<file path="src/rtl/edgcol_reg_reader.sv">
// Snapshots the six-entry edge-collision register file on start and streams the
// unmasked words out over a valid/ready interface, lowest index first.
module edgcol_reg_reader #(
    parameter int REG_WIDTH = 32
) (
    input  logic                 clk,
    input  logic                 rst,
    input  logic [REG_WIDTH-1:0] rdData0,
    input  logic [REG_WIDTH-1:0] rdData1,
    input  logic [REG_WIDTH-1:0] rdData2,
    input  logic [REG_WIDTH-1:0] rdData3,
    input  logic [REG_WIDTH-1:0] rdData4,
    input  logic [REG_WIDTH-1:0] rdData5,
    input  logic                 start,
    input  logic [5:0]           skipMask,
    input  logic                 outReady,
    output logic                 outValid,
    output logic [REG_WIDTH-1:0] outData,
    output logic [2:0]           outIdx,
    output logic                 outLast,
    output logic                 busy,
    output logic                 done
);

    typedef enum logic [1:0] {
        IDLE = 2'd0,
        SEND = 2'd1,
        DONE = 2'd2
    } state_t;

    state_t               state_q, state_d;
    logic [2:0]           idx_q, idx_d;
    logic [5:0]           mask_q, mask_d;
    logic [REG_WIDTH-1:0] snap_q [6];
    logic [REG_WIDTH-1:0] snap_d [6];
    logic [REG_WIDTH-1:0] rd_s   [6];
    logic [3:0]           first_s;
    logic [3:0]           next_s;
    logic [3:0]           after_s;

    logic                 out_valid_q, out_valid_d;
    logic [REG_WIDTH-1:0] out_data_q, out_data_d;
    logic [2:0]           out_idx_q, out_idx_d;
    logic                 out_last_q, out_last_d;
    logic                 busy_q, busy_d;
    logic                 done_q, done_d;

    // Returns {found, index} of the lowest unmasked entry at or above 'from'.
    function automatic logic [3:0] find_next(input logic [5:0] mask, input logic [3:0] from);
        logic [3:0] r;
        r = 4'b0000;
        for (int i = 5; i >= 0; i--) begin
            if ((4'(i) >= from) && !mask[i]) begin
                r = {1'b1, 3'(i)};
            end else begin
                r = r;
            end
        end
        return r;
    endfunction

    function automatic logic [REG_WIDTH-1:0] pick(input logic [REG_WIDTH-1:0] s [6], input logic [2:0] i);
        logic [REG_WIDTH-1:0] v;
        case (i)
            3'd0:    v = s[0];
            3'd1:    v = s[1];
            3'd2:    v = s[2];
            3'd3:    v = s[3];
            3'd4:    v = s[4];
            3'd5:    v = s[5];
            default: v = '0;
        endcase
        return v;
    endfunction

    always_comb begin
        rd_s[0] = rdData0;
        rd_s[1] = rdData1;
        rd_s[2] = rdData2;
        rd_s[3] = rdData3;
        rd_s[4] = rdData4;
        rd_s[5] = rdData5;
    end

    always_ff @(posedge clk or posedge rst) begin
        if (rst) begin
            state_q     <= IDLE;
            idx_q       <= 3'd0;
            mask_q      <= 6'd0;
            for (int i = 0; i < 6; i++) snap_q[i] <= '0;
            out_valid_q <= 1'b0;
            out_data_q  <= '0;
            out_idx_q   <= 3'd0;
            out_last_q  <= 1'b0;
            busy_q      <= 1'b0;
            done_q      <= 1'b0;
        end else begin
            state_q     <= state_d;
            idx_q       <= idx_d;
            mask_q      <= mask_d;
            for (int i = 0; i < 6; i++) snap_q[i] <= snap_d[i];
            out_valid_q <= out_valid_d;
            out_data_q  <= out_data_d;
            out_idx_q   <= out_idx_d;
            out_last_q  <= out_last_d;
            busy_q      <= busy_d;
            done_q      <= done_d;
        end
    end

    // In SEND the registered outValid is 1, so outReady alone marks a handshake.
    always_comb begin
        state_d = state_q;
        idx_d   = idx_q;
        mask_d  = mask_q;
        for (int i = 0; i < 6; i++) snap_d[i] = snap_q[i];
        first_s = find_next(skipMask, 4'd0);
        next_s  = find_next(mask_q, {1'b0, idx_q} + 4'd1);
        case (state_q)
            IDLE: begin
                if (start) begin
                    for (int i = 0; i < 6; i++) snap_d[i] = rd_s[i];
                    mask_d = skipMask;
                    if (first_s[3]) begin
                        state_d = SEND;
                        idx_d   = first_s[2:0];
                    end else begin
                        state_d = DONE;
                        idx_d   = 3'd0;
                    end
                end else begin
                    state_d = IDLE;
                end
            end
            SEND: begin
                if (outReady) begin
                    if (next_s[3]) begin
                        idx_d = next_s[2:0];
                    end else begin
                        state_d = DONE;
                        idx_d   = 3'd0;
                    end
                end else begin
                    state_d = SEND;
                end
            end
            DONE:    state_d = IDLE;
            default: state_d = IDLE;
        endcase
    end

    // Outputs are computed from the next state so they register in step with it.
    always_comb begin
        after_s     = find_next(mask_d, {1'b0, idx_d} + 4'd1);
        out_valid_d = 1'b0;
        out_data_d  = '0;
        out_idx_d   = 3'd0;
        out_last_d  = 1'b0;
        if (state_d == SEND) begin
            out_valid_d = 1'b1;
            out_data_d  = pick(snap_d, idx_d);
            out_idx_d   = idx_d;
            out_last_d  = !after_s[3];
        end else begin
            out_valid_d = 1'b0;
        end
        busy_d = (state_d != IDLE);
        done_d = (state_d == DONE);
    end

    assign outValid = out_valid_q;
    assign outData  = out_data_q;
    assign outIdx   = out_idx_q;
    assign outLast  = out_last_q;
    assign busy     = busy_q;
    assign done     = done_q;

endmodule

</file>
<file path="config.mk">
export PLATFORM = sky130hd
export DESIGN_NAME = edgcol_reg_reader
export DESIGN_NICKNAME = d
export VERILOG_FILES = /design/src/rtl/edgcol_reg_reader.sv
export SDC_FILE = /design/constraint.sdc
export NUM_CORES = 1
export LEC_CHECK = 0
export CORE_MARGIN = 1
export CORE_UTILIZATION = 39
export DETAILED_ROUTE_END_ITERATION = 10
export GPL_ROUTABILITY_DRIVEN = 0
export PLACE_DENSITY = 0.74
export SYNTH_ARGS = -nofsm -noshare
export SYNTH_HDL_FRONTEND = slang
export SYNTH_SLANG_ARGS = --single-unit
</file>
<file path="constraint.sdc">
create_clock -name clk -period 7.74 [get_ports clk]
set_clock_uncertainty 0.15 [all_clocks]
set_input_delay 0.774 -clock clk [delete_from_list [all_inputs] [get_ports clk]]
set_output_delay 0.774 -clock clk [all_outputs]
set_load 0.1 [all_outputs]
</file>
==> out/qor.txt <==
status - finished, final reports clean
Area contributors post-synth - dfrtp_1, nand2_1, mux2i_1
RSZ-0062 raised after global routing - no
Longest Clk Path Bufs - 3
met1 GRT Util - 32.5%
FP Rows - 61
Final ANT Viol Nets - 0
setup bufs post-CTS - 0
Seq/Total Area, Yosys - 55.2%
Worst Setup End Kind - flip-flop
residual DRC count - 0
Design Power - 6.94 mW
post-synth top area share - 55.2%
port buffer count - 240
Initial Utilization - 39.6%
initial antenna violation count - 1
top-count cell post-synth - nand2_1
Arrival @ worst endpoint - 5280 ps
max-cap violations - 0
Yosys reg bits - 242
post-synth cell types - 55
Hold Fails Final Rpt - 0
CORE AREA - 27700 sq um
Yosys warning count - 0
Starting DRT DRC Count - 871
Post-DP HPWL - 23.6 mm
clk sinks - 242
Post-Route WL - 33.8 mm
GRT Total Usage - 23.2%
Leak Pwr - 7.06 nW
most used routing layer in global routing - met2
crit-path cells - inv_1 -> ha_1 -> nor2b_1 -> a2111oi_4 -> nor2_1 -> a21oi_4 -> nor2_4 -> inv_2 -> ha_1 -> buf_4 -> nor3_1 -> a31oi_1 -> a21boi_1
synth cell count leaders - nand2_1, dfrtp_1, mux2i_1, clkbuf_1, o22ai_1
Worst Tran Pin Value - 1210 ps
hold crit path type - reg2reg
drt via density - 5.16
CTS Buf Count - 26
Mapped Cells - 1221
Final TNS setup - 0 ps
Worst path max stage delay - 830 ps
crit path kind - reg2reg
DIE WIDTH - 170 um
Avg Synthesized Cell Area - 8.99 sq um
Final Setup Violations - 0
clock latency on the worst-skew pair - 530 ps
M2 GR Usage - 36.9%
Syn Nets - 1434
largest net degree at the start of global routing - 135
Net count, final - 1634
Worst path slowest cell - a21oi_4
maximum fanout along the worst path - 34
first-pass GRT wire length - 51.3 mm
type of origin of the critical path - flip-flop
post_cts resized - 0
Post-CTS Hold Buffers - 0
Peak VDD IR - 272 uV
GRT overflow - 0
# IOs - 241
chip height - 170 um
Main synth FF type - dfrtp_1
DIE AREA - 28800 sq um
vias in the first global route - 9146
via count - 9378
WL/cell - 18.6 um
Max Slew Vio Count - 0
Pwr per Cell Area - 479 nW/um^2
Final Cycle Share - 64.6%
Max transition margin - 18.9%
CP dominant cell by count - ha_1
Max Freq - 200 MHz
TritonCTS clock tree - built
leading area contributor after synthesis - dfrtp_1
synthesized area - 11000 sq um
CP required - 8020 ps
layout cells sized above 1 - 5.00%
Tmin final - 5000 ps
ys async rst share - 100%
area grow syn2layout - 32.2%
drt pass-1 iters - 5
H-tree levels - 1
clk root buf - clkbuf_16
met3 GRT Util - 3.26%
clock-pin slew on the worst setup and hold paths - 60 ps
Post-synth EDFFs - 0
==> layer usage <==
layer	part of all wire [%]	vias to the layer above
met5	0	-
met4	3.3	0
met3	5.8	67
met2	47	367
met1	44	4532
li1	-	4412
==> worst paths after layout <==
path	start	endpoint	slack, ps	cells past startpoint
worst min-delay path	snap_q[175]	snap_q[175]	320	2
worst min register to register	snap_q[175]	snap_q[175]	320	2
min in group asynchronous	rst	snap_q[28]	650	2
worst max-delay path	idx_q[0]	outData[8]	2740	13
worst max register to register	idx_q[0]	outData[8]	2740	13
max in group asynchronous	rst	snap_q[44]	5220	3
==> metrics by stage <==
stage	hold WS (ps)	area [sq um]	worst slack, ps	utilization (%)	std cells
after floorplan	283	11000	171	-	1221
after global placement	303	13600	2580	49.1	1771
after detailed placement	307	13600	2490	49.1	1771
after CTS	323	14500	2800	52.3	1818
after global routing	332	14500	2480	52.4	1819
final	320	14500	2740	52.4	1819
==> cell usage in the layout, fill, tap and decap left out, types with 2 or more instances in the layout <==
cell / netlist / final
dfrtp_1: 242 / 242
o22ai_1: 30 / 30
a31oi_1: 5 / 5
mux2i_1: 49 / 49
nand3_1: 7 / 7
nor2b_1: 23 / 22
nor2_1: 14 / 14
a32o_1: 17 / 17
a21o_1: 3 / 3
a221oi_1: 2 / 2
and2_1: 3 / 3
and3_1: 2 / 2
nand2b_1: 21 / 21
bufinv_16: 0 / 3
a21oi_1: 6 / 6
clkbuf_16: 0 / 27
clkbuf_1: 46 / 3
clkdlybuf4s50_1: 0 / 240
o21ai_0: 6 / 6
clkinv_2: 0 / 8
clkbuf_8: 0 / 5
nand2_1: 596 / 596
a21oi_4: 1 / 2
buf_4: 4 / 10
a222oi_1: 13 / 13
inv_2: 3 / 3
a22oi_1: 18 / 18
a22o_1: 16 / 16
ha_1: 11 / 10
inv_1: 11 / 10
nor3_1: 18 / 18
==> cells by family (layout without fill, tap and decap cells) <==
family	after synthesis	count (layout)	synth area share, %
AOI/OAI and AO/OA	134	134	9.87
xor gates and xnor gates	1	1	0.148
adders and majority gates	11	11	1.25
buffers and inverters	92	311	3.63
DFF	242	242	55.2
muxes	50	50	4.57
other	0	1	0
and+or+nand+nor	691	691	25.3
==> layout make-up <==
class,count,area [sq um]
clock buffer,35,756
sequential,242,6060
antenna,1,2.50
tap,378,473
inverter,14,60.1
fill,2483,13200
multi-input combinational,887,4540
timing repair buffer,250,2480
clock inverter,12,139
==> where the power goes <==
group	switching, mW	internal (mW)
clock network	0.509	0.783
logic	2.41	1.17
registers	0.225	1.85
total	3.15	3.79
==> flip-flops by register name, summed over array words and instances, names as in the netlist <==
register and cells:
busy 1, mask_q 6, snap_q 192, state_q 2, done 1, idx_q 3
outIdx 3, outValid 1, outLast 1, outData 32
==> worst max-delay path: cells and delay by family, from the launching register on <==
| kind | cells | cell delay, ps |
|---|---|---|
| AO/OA/AOI/OAI | 4 | 1600 |
| buffers and inverters | 3 | 1230 |
| AND/OR/NAND/NOR | 4 | 730 |
| adder cells (fa/ha/maj) | 2 | 630 |
| flip-flops | 1 | 510 |
(Power assumes the default switching activity.)
